**config.mk**
```make
export PLATFORM = sky130hd
export DESIGN_NAME = fft_stage_ctrl
export DESIGN_NICKNAME = d
export VERILOG_FILES = /design/src/rtl/fft_stage_ctrl.sv
export SDC_FILE = /design/constraint.sdc
export NUM_CORES = 1
export LEC_CHECK = 0
export CORE_MARGIN = 2
export CORE_UTILIZATION = 55
export CTS_CLUSTER_SIZE = 8
export DETAILED_ROUTE_END_ITERATION = 8
export GPL_TIMING_DRIVEN = 0
export MAX_ROUTING_LAYER = met4
export PLACE_DENSITY = 0.77
export SLEW_MARGIN = 10
export SYNTH_ARGS = -nofsm -noshare
export SYNTH_HDL_FRONTEND = slang
export SYNTH_SLANG_ARGS = --single-unit
```
**constraint.sdc**
```tcl
create_clock -name i_clk -period 8.5 [get_ports i_clk]
set_input_delay 2.55 -clock i_clk [delete_from_list [all_inputs] [get_ports i_clk]]
set_output_delay 2.55 -clock i_clk [all_outputs]
set_load 0.02 [all_outputs]
```
**src/rtl/fft_stage_ctrl.sv**
```systemverilog
// Address/control sequencer for an in-place radix-2 DIT FFT: a bit-reversal swap pass,
// then log2(N) butterfly stages, with a write-back path delayed to match the butterfly.
module fft_stage_ctrl #(
    parameter int ADDR_WIDTH = 12,
    parameter int MAX_LOG2N  = 11,
    parameter int BF_LATENCY = 4
) (
    input  logic                  i_clk,
    input  logic                  i_rst,
    input  logic                  i_DATA_LOADED,
    input  logic [ADDR_WIDTH-1:0] i_SAMPLES_NUMBER,
    output logic                  o_RD_EN,
    output logic [ADDR_WIDTH-1:0] o_RD_ADDR_A,
    output logic [ADDR_WIDTH-1:0] o_RD_ADDR_B,
    output logic [MAX_LOG2N-2:0]  o_TW_ADDR,
    output logic                  o_BF_BYPASS,
    output logic                  o_WR_EN,
    output logic [ADDR_WIDTH-1:0] o_WR_ADDR_A,
    output logic [ADDR_WIDTH-1:0] o_WR_ADDR_B,
    output logic [3:0]            o_STAGE,
    output logic                  o_BUSY,
    output logic                  o_CALC_END,
    output logic                  o_ERR
);

    localparam int D    = 1 + BF_LATENCY;
    localparam int LW   = 4;
    localparam int TW_W = MAX_LOG2N - 1;
    localparam logic [ADDR_WIDTH:0] N_MAX = (ADDR_WIDTH + 1)'(1) << MAX_LOG2N;

    typedef enum logic [2:0] {
        S_IDLE,
        S_BITREV,
        S_DRAIN,
        S_STAGE,
        S_DONE
    } state_t;

    function automatic logic [LW-1:0] log2_of(input logic [ADDR_WIDTH-1:0] n);
        logic [LW-1:0] r;
        r = '0;
        for (int b = 0; b < ADDR_WIDTH; b++) begin
            if (n[b]) r = LW'(b);
        end
        return r;
    endfunction

    function automatic logic n_is_valid(input logic [ADDR_WIDTH-1:0] n);
        return ($countones(n) == 1) && (n >= ADDR_WIDTH'(4)) && ({1'b0, n} <= N_MAX);
    endfunction

    // Reverse the full MAX_LOG2N-bit field, then shift so only the low l bits remain reversed.
    function automatic logic [ADDR_WIDTH-1:0] bit_rev(input logic [MAX_LOG2N-1:0] v,
                                                      input logic [LW-1:0] l);
        logic [MAX_LOG2N-1:0] r;
        for (int b = 0; b < MAX_LOG2N; b++) begin
            r[MAX_LOG2N-1-b] = v[b];
        end
        return ADDR_WIDTH'(r >> (LW'(MAX_LOG2N) - l));
    endfunction

    state_t                state_q, state_d;
    logic [ADDR_WIDTH-1:0] cnt_q, cnt_d;
    logic [ADDR_WIDTH-1:0] n_q, n_d;
    logic [LW-1:0]         l_q, l_d;
    logic [LW-1:0]         stage_q, stage_d;
    logic                  from_br_q, from_br_d;
    logic                  calc_end_q, calc_end_d;
    logic                  err_q, err_d;
    logic                  rej_q, rej_d;

    logic                  start;
    logic                  rd_en;
    logic [ADDR_WIDTH-1:0] rd_a, rd_b;
    logic [TW_W-1:0]       tw;
    logic                  bypass;
    logic [ADDR_WIDTH-1:0] span, pos, bf_a, rev;
    logic [LW-1:0]         tw_sh;

    logic [D-1:0]          wr_vld_q;
    logic [ADDR_WIDTH-1:0] wr_a_q [D];
    logic [ADDR_WIDTH-1:0] wr_b_q [D];

    assign start = i_DATA_LOADED && (state_q == S_IDLE || state_q == S_DONE);

    always_comb begin
        state_d    = state_q;
        cnt_d      = cnt_q;
        n_d        = n_q;
        l_d        = l_q;
        stage_d    = stage_q;
        from_br_d  = from_br_q;
        calc_end_d = calc_end_q;
        err_d      = err_q;
        rej_d      = rej_q;
        rd_en      = 1'b0;
        rd_a       = '0;
        rd_b       = '0;
        tw         = '0;
        bypass     = 1'b0;

        span  = ADDR_WIDTH'(1) << stage_q;
        pos   = cnt_q & (span - ADDR_WIDTH'(1));
        bf_a  = ((cnt_q >> stage_q) << (stage_q + LW'(1))) | pos;
        tw_sh = l_q - stage_q - LW'(1);
        rev   = bit_rev(cnt_q[MAX_LOG2N-1:0], l_q);

        unique case (state_q)
            S_IDLE: ;
            S_DONE: begin
                // A rejected length lands here with the flags still low; raise them one cycle later.
                if (!calc_end_q) begin
                    calc_end_d = 1'b1;
                    err_d      = rej_q;
                end
            end
            S_BITREV: begin
                if (cnt_q < rev) begin
                    rd_en  = 1'b1;
                    rd_a   = cnt_q;
                    rd_b   = rev;
                    bypass = 1'b1;
                end
                if (cnt_q == n_q - ADDR_WIDTH'(1)) begin
                    state_d   = S_DRAIN;
                    cnt_d     = '0;
                    from_br_d = 1'b1;
                end else begin
                    cnt_d = cnt_q + ADDR_WIDTH'(1);
                end
            end
            S_STAGE: begin
                rd_en = 1'b1;
                rd_a  = bf_a;
                rd_b  = bf_a + span;
                tw    = TW_W'(pos << tw_sh);
                if (cnt_q == (n_q >> 1) - ADDR_WIDTH'(1)) begin
                    state_d   = S_DRAIN;
                    cnt_d     = '0;
                    from_br_d = 1'b0;
                end else begin
                    cnt_d = cnt_q + ADDR_WIDTH'(1);
                end
            end
            S_DRAIN: begin
                if (cnt_q == ADDR_WIDTH'(D - 1)) begin
                    cnt_d = '0;
                    if (from_br_q) begin
                        state_d = S_STAGE;
                        stage_d = '0;
                    end else if (stage_q == l_q - LW'(1)) begin
                        state_d    = S_DONE;
                        calc_end_d = 1'b1;
                        err_d      = 1'b0;
                    end else begin
                        state_d = S_STAGE;
                        stage_d = stage_q + LW'(1);
                    end
                end else begin
                    cnt_d = cnt_q + ADDR_WIDTH'(1);
                end
            end
            default: ;
        endcase

        if (start) begin
            n_d        = i_SAMPLES_NUMBER;
            l_d        = log2_of(i_SAMPLES_NUMBER);
            cnt_d      = '0;
            stage_d    = '0;
            calc_end_d = 1'b0;
            err_d      = 1'b0;
            if (n_is_valid(i_SAMPLES_NUMBER)) begin
                state_d = S_BITREV;
                rej_d   = 1'b0;
            end else begin
                state_d = S_DONE;
                rej_d   = 1'b1;
            end
        end
    end

    always_ff @(posedge i_clk) begin
        if (i_rst) begin
            state_q    <= S_IDLE;
            cnt_q      <= '0;
            n_q        <= '0;
            l_q        <= '0;
            stage_q    <= '0;
            from_br_q  <= 1'b0;
            calc_end_q <= 1'b0;
            err_q      <= 1'b0;
            rej_q      <= 1'b0;
            wr_vld_q   <= '0;
        end else begin
            state_q    <= state_d;
            cnt_q      <= cnt_d;
            n_q        <= n_d;
            l_q        <= l_d;
            stage_q    <= stage_d;
            from_br_q  <= from_br_d;
            calc_end_q <= calc_end_d;
            err_q      <= err_d;
            rej_q      <= rej_d;
            wr_vld_q   <= {wr_vld_q[D-2:0], rd_en};
        end
    end

    // Address shadow of the butterfly pipeline; only the valid bits need clearing.
    always_ff @(posedge i_clk) begin
        wr_a_q[0] <= rd_a;
        wr_b_q[0] <= rd_b;
        for (int j = 1; j < D; j++) begin
            wr_a_q[j] <= wr_a_q[j-1];
            wr_b_q[j] <= wr_b_q[j-1];
        end
    end

    assign o_RD_EN     = rd_en;
    assign o_RD_ADDR_A = rd_a;
    assign o_RD_ADDR_B = rd_b;
    assign o_TW_ADDR   = tw;
    assign o_BF_BYPASS = bypass;
    assign o_WR_EN     = wr_vld_q[D-1];
    assign o_WR_ADDR_A = wr_vld_q[D-1] ? wr_a_q[D-1] : '0;
    assign o_WR_ADDR_B = wr_vld_q[D-1] ? wr_b_q[D-1] : '0;
    assign o_STAGE     = stage_q;
    assign o_BUSY      = (state_q == S_BITREV) || (state_q == S_DRAIN) || (state_q == S_STAGE);
    assign o_CALC_END  = calc_end_q;
    assign o_ERR       = err_q;

endmodule

```
# == Word-level counts from Yosys, hierarchy flattened ==
# Memories as Yosys holds them, arrays and structs flattened.
# Cells that the tools add are included.
# W data, S select, Z words.
# totals
ff_bits,44
wordCells,127
mem_bits_rw,120
output_inout_bits,68
memories,2
# memory_table
name,words,width,read_ports,rd_ports_with_merged_regs,write_ports,line_no,rtl
wr_a_q,5,12,5,0,5,81,logic [ADDR_WIDTH-1:0] wr_a_q [D];
wr_b_q,5,12,5,0,5,82,logic [ADDR_WIDTH-1:0] wr_b_q [D];
# op_classes
bitwise,2
reduce_logical,17
n_mux,48
eq_ne,19
n_lt_le_gt_ge,3
add_sub_neg,21
shift,5
# op_table
cell,n
$mux W12,7
$mux W4,12
$pmux W12 S2,2
$pmux W12 S3,1
$eq A12 B12 Y1,2
$sub A12 B1 Y12 const B,2
$mux W3,7
$ne A2 B2 Y1 const B,7
$mux W1,13
$add A1 B1 Y2,6
$add A12 B1 Y12 const B,1
$add A12 B12 Y12,1
$and A12 B12 Y12,1
$eq A12 B3 Y1 const B,1
$ge A12 B3 Y1 const B,1
$le A12 B12 Y1 const B,1
$lt A12 B12 Y1,1
$or A12 B12 Y12,1
$shl A1 B4 Y12 const A,1
$shl A12 B4 Y10,1
$shl A12 B4 Y12,1
$shr A11 B4 Y12,1
$shr A12 B4 Y12,1
$sub A11 B1 Y12 const B,1
other kinds (26),42

# == Longest topological paths before layout ==
# Gate-level depths: netlist of run 1.
# logic_depth
ltp_word,11
depth_mapped,22
mapped_depth_nobuf,18

# == Worst setup path after synthesis of run 1 ==
# Ideal clock, no wire load.
# synth_timing
path_type,register to output
from,"register stage_q[1], in the netlist o_STAGE[1]"
to,output o_RD_ADDR_B[11]
path_stages_with_launch,23
path_slack_ns,1.435
n_path_buf,4
t_arrival_ns,4.515
cell_sequence,dfxtp_1 buf_4 buf_2 buf_4 inv_1 ha_1 clkbuf_1 nand2_1 ha_1 nand2b_1 mux2i_1 o21ai_0 and2_1 or2_2 ha_1 or3_1 a311o_1 nand3_1 a31oi_1 o21ai_0 nand2b_1 xnor3_1 nor2_1
# synth_between
elab_chain_len,6
word_cells_on_any_way,9
cone_classes,3 x add/sub; 3 x shift; 1 x mux; 2 x bitwise
# synth_lines
item,line_no,rtl
"start, declared",66,"logic [LW-1:0] stage_q, stage_d;"
"start signal, assigned",200,stage_q <= stage_d;
$shl A1 B4 Y12,102,span = ADDR_WIDTH'(1) << stage_q;
$sub A12 B1 Y12,103,pos = cnt_q & (span - ADDR_WIDTH'(1));
$and A12 B12 Y12,103,
$or A12 B12 Y12,104,bf_a = ((cnt_q >> stage_q) << (stage_q + LW'(1))) | pos;
$add A12 B12 Y12 (*),135,rd_b = bf_a + span;
$pmux W12 S2 (*),108,unique case (state_q)
"end, declared",14,"output logic [ADDR_WIDTH-1:0] o_RD_ADDR_B,"
# Mark *: on every way between the ends. The rest lies on a longest branch, timed or not.

# == Worst setup path after layout of run 1 ==
# layout_timing
from,"register stage_q[1], in the netlist o_STAGE[1]"
to,output o_RD_ADDR_B[10]
# Same word-level chain as after synthesis.

==> flow_metrics.py, run 1 <==
metrics = {
    "power": {
        "switching_share_pct": 28.45,
        "pwr-share-seq_pct": 43.3,
        "ir_worst_vdd_v": 0.0001424,
        "internal_power_w": 0.001304,
        "pwr-share-comb_pct": 15.1,
        "p_clk_share_pct": 41.6,
        "leakage_nw": 4.357,
        "total_power_w": 0.001822,
        "power.switching_w": 0.0005183,
        "power_density_nw_per_um2": 169.0,
    },
    "floorplan": {
        "ioPinCount": 83,
        "die_w_um": 132.6,
        "dieArea_um2": 17580,
        "dieHeight_um": 132.6,
        "std_cell_rows": 47,
        "initial_core_util_pct": 55.63,
        "core_um2": 16350,
    },
    "drt": {
        "finalWirelength_um": 26360,
        "vias": 8277,
        "wl_met1_um": 11190,
        "dr_wl_met2_um": 11910,
        "postRouteAntennaNets": 0,
        "post_drt_wl_per_cell_um": 19.17,
        "first_iter_violations": 926,
        "viasPerCell": 6.020,
        "first_pass_iters": 6,
        "routed.top_layer": "met4",
        "wl_met3_um": 2449,
        "drc_errors": 0,
    },
    "clock_tree": {
        "htreeDepth": 4,
        "insertion_delay_ns": 0.44,
        "postCtsSetupRepairBufs": 0,
        "cts_tree": "built",
        "cts-root-buf": "clkbuf_16",
        "cts-buffers-inserted": 17,
        "tritoncts_num_sinks": 164,
        "clk_pin_slew_ns": 0.08,
        "clockBufferDepth": 2,
    },
    "synthesis": {
        "syn_area_per_cell_um2": 8.712,
        "synthDominantCellAreaShare_pct": 36.10,
        "synth.yosys.warnings": 0,
        "synth_cells": 1044,
        "yosysTopAreaCell": "dfxtp_1",
        "yosysSeqAreaShare_pct": 36.10,
        "synth-main-ff-cell": "dfxtp_1",
        "syn-cell-area_um2": 9095,
        "synthTopCellsByArea": "dfxtp_1 (36%), ha_1 (5.8%), nand2_1 (3.6%)",
        "ys_seq_elements": 164,
        "synth.distinct_cells": 80,
        "synthArstFlopShare_pct": 0,
        "syn_nets": 1110,
        "synth_edf_count": 0,
    },
    "place": {
        "dp_hpwl_um": 19950,
        "dpl_cell_area_um2": 10180,
        "gp_congestion": 1.012,
        "port_buffers": 81,
        "place_inst": 1345,
    },
    "flow_run": {
        "cap_violations": 0,
    },
    "global_route": {
        "globalRouteOverflowTotal": 0,
        "grtUsageTotal_pct": 31.02,
        "antenna_found_initial": 0,
        "grt_start_max_net_pins": 18,
        "grt_pass1_vias": 7717,
        "grt_pass1_wl_um": 41600,
    },
    "final_layout": {
        "area_growth_pct": 18.54,
        "num-fill-cells": 1423,
        "final_cells": 1375,
        "fin_area_um2": 10780,
        "fin_nets": 1209,
        "layout_common_cells": "dfxtp_1 (163), nand2_1 (88), clkdlybuf4s50_1 (77)",
        "final_common_cell": "dfxtp_1",
        "num_antenna_cells": 0,
        "layout-drive-gt1-share_pct": 9.091,
    },
    "critical_path": {
        "arrival_ns": 5.52,
        "cp_cell_sequence": "buf_4 > buf_2 > buf_4 > inv_1 > ha_1 > clkbuf_2 > nand2_1 > ha_1 > nand2b_1 > o311ai_0 > a21oi_1 > a31oi_1 > o21ai_0 > ha_1 > or2_2 > a21oi_1 > a21oi_1 > a31oi_1 > xor2_1 > o22ai_1 > dlymetal6s2s_1",
        "worstSetupEndpointType": "output port",
        "cp_slowest_stage_delay_ns": 0.40,
        "slowest_stage": "dfxtp_2",
        "cp_top_family": "compound AO/OA/AOI/OAI gates",
        "required_ns": 5.95,
        "worst-path-buf-inv": 6,
        "criticalPathCategory": "flip-flop to output port",
        "worstPathMaxFanout": 10,
        "cp-start-kind": "flip-flop",
    },
    "timing": {
        "tightest_slew_ns": 0.7555,
        "max_freq_ghz": 0.1239,
        "setup_tns_ns": 0,
        "rsz0062_at_grt": "no",
        "layout_min_cycle_time_ns": 8.070,
        "whs_ns": 0.3243,
        "final_hold_viol_count": 0,
        "setup_viol": 0,
        "fin_crit_sh_pct": 94.95,
        "slew_viol_final": 0,
        "maxSlewHeadroom_pct": 48.33,
        "fin_skew_ns": 0.02198,
    },
    "run_status": {
        "status": "finished, final reports clean",
    },
    "worst_hold_path": {
        "holdCritPathClass": "flip-flop to flip-flop",
    },
}
==> what timing repair did <==
action,in CTS,in global routing
resized for setup,1,8
hold buffers,0,0
cloned,0,0
setup endpoints to repair,1,4
==> area by class of cell <==
type | instances | area (um^2) | area share (%)
multi-input cells | 745 | 5231 | 48.52
flip-flops and latches | 164 | 3284 | 30.46
repair buffers | 81 | 820.8 | 7.613
clock buffers | 17 | 425.4 | 3.946
plain buffers | 77 | 374.1 | 3.470
well taps | 220 | 275.3 | 2.553
inverters | 57 | 214.0 | 1.984
clock inverters | 14 | 156.4 | 1.451
==> worst paths after layout <==
path | cells after the start | slack [ns] | from | endpoint
setup / recovery | 21 | 0.43 | o_STAGE[1] | o_RD_ADDR_B[10]
hold reg to reg | 0 | 0.32 | wr_a_q[0][32] | wr_a_q[0][44]
setup reg to reg | 20 | 3.50 | o_STAGE[1] | wr_b_q[0][10]
hold / removal | 0 | 0.32 | wr_a_q[0][32] | wr_a_q[0][44]
==> per-layer routing <==
layer,track usage (%),up-vias
met2,46.86,444
met3,6.360,61
met5,-,-
met1,41.02,3872
li1,-,3900
met4,12.01,0
==> state kept, by name (all words and copies together) (netlist names) <==
register	count
o_CALC_END	1
from_br_q	1
cnt_q	12
l_q	4
o_STAGE	4
wr_b_q	60
state_q	3
rej_q	1
n_q	12
wr_vld_q	5
wr_a_q	60
o_ERR	1
==> cell families (layout without fill, tap and decap cells) <==
family / after synthesis / count (layout) / share of synthesized area (%)
xor gates and xnor gates: 45 / 45 / 4.485
DFF: 164 / 164 / 36.10
buffers and inverters: 135 / 246 / 6.480
AOI/OAI and AO/OA: 243 / 243 / 17.71
muxes: 53 / 53 / 7.511
and+or+nand+nor: 353 / 353 / 19.96
adders and majority gates: 51 / 51 / 7.759
==> cell usage after synthesis (7+ instances only) <==
library cell    n
dfxtp_1       164
nand2_1        88
nor2_1         69
a21oi_1        57
inv_1          53
clkbuf_1       45
ha_1           42
o21ai_0        41
and2_1         32
nor3_1         31
mux2i_1        30
xnor2_1        26
a31oi_1        25
nand3_1        21
nor2b_1        21
buf_2          18
xor2_1         18
or3_1          15
o22ai_1        14
mux2_2         12
nand2b_1       12
a211oi_1       11
and3_1         11
mux4_2         11
nand3b_1       11
a22o_1          9
fa_1            9
nor4_1          9
a21o_1          8
a22oi_1         8
buf_4           8
nand4_1         8
a2111oi_0       7
==> power groups by stage <==
stage	clock, W	sequential [W]	combinational (W)
6_report	0.000757	0.000790	0.000275
5_1_grt	0.000802	0.000790	0.000306
4_1_cts	0.000770	0.000789	0.000272
3_5_place_dp	0	0.000806	0.000270
3_3_place_gp	0	0.000806	0.000262
2_1_floorplan	0	0.000803	0.000202
==> per-stage QoR <==
| step | util, % | worst slack (ns) |
|---|---|---|
| floorplan | - | 1.435 |
| CTS | 65.82 | 0.01676 |
| global placement | 62.28 | 0.4069 |
| global route | 65.95 | 0.09569 |
| detailed placement | 62.28 | 0.3958 |
| finish | 65.95 | 0.4295 |
Power figures use the tool's default switching activity.
==> run 2: changes to the inputs <==
Settings changed: ABC_CLOCK_PERIOD_IN_PS set to 8500.
==> results of run 2 <==
Final layout, timing and power as in run 1 (identical DEF).
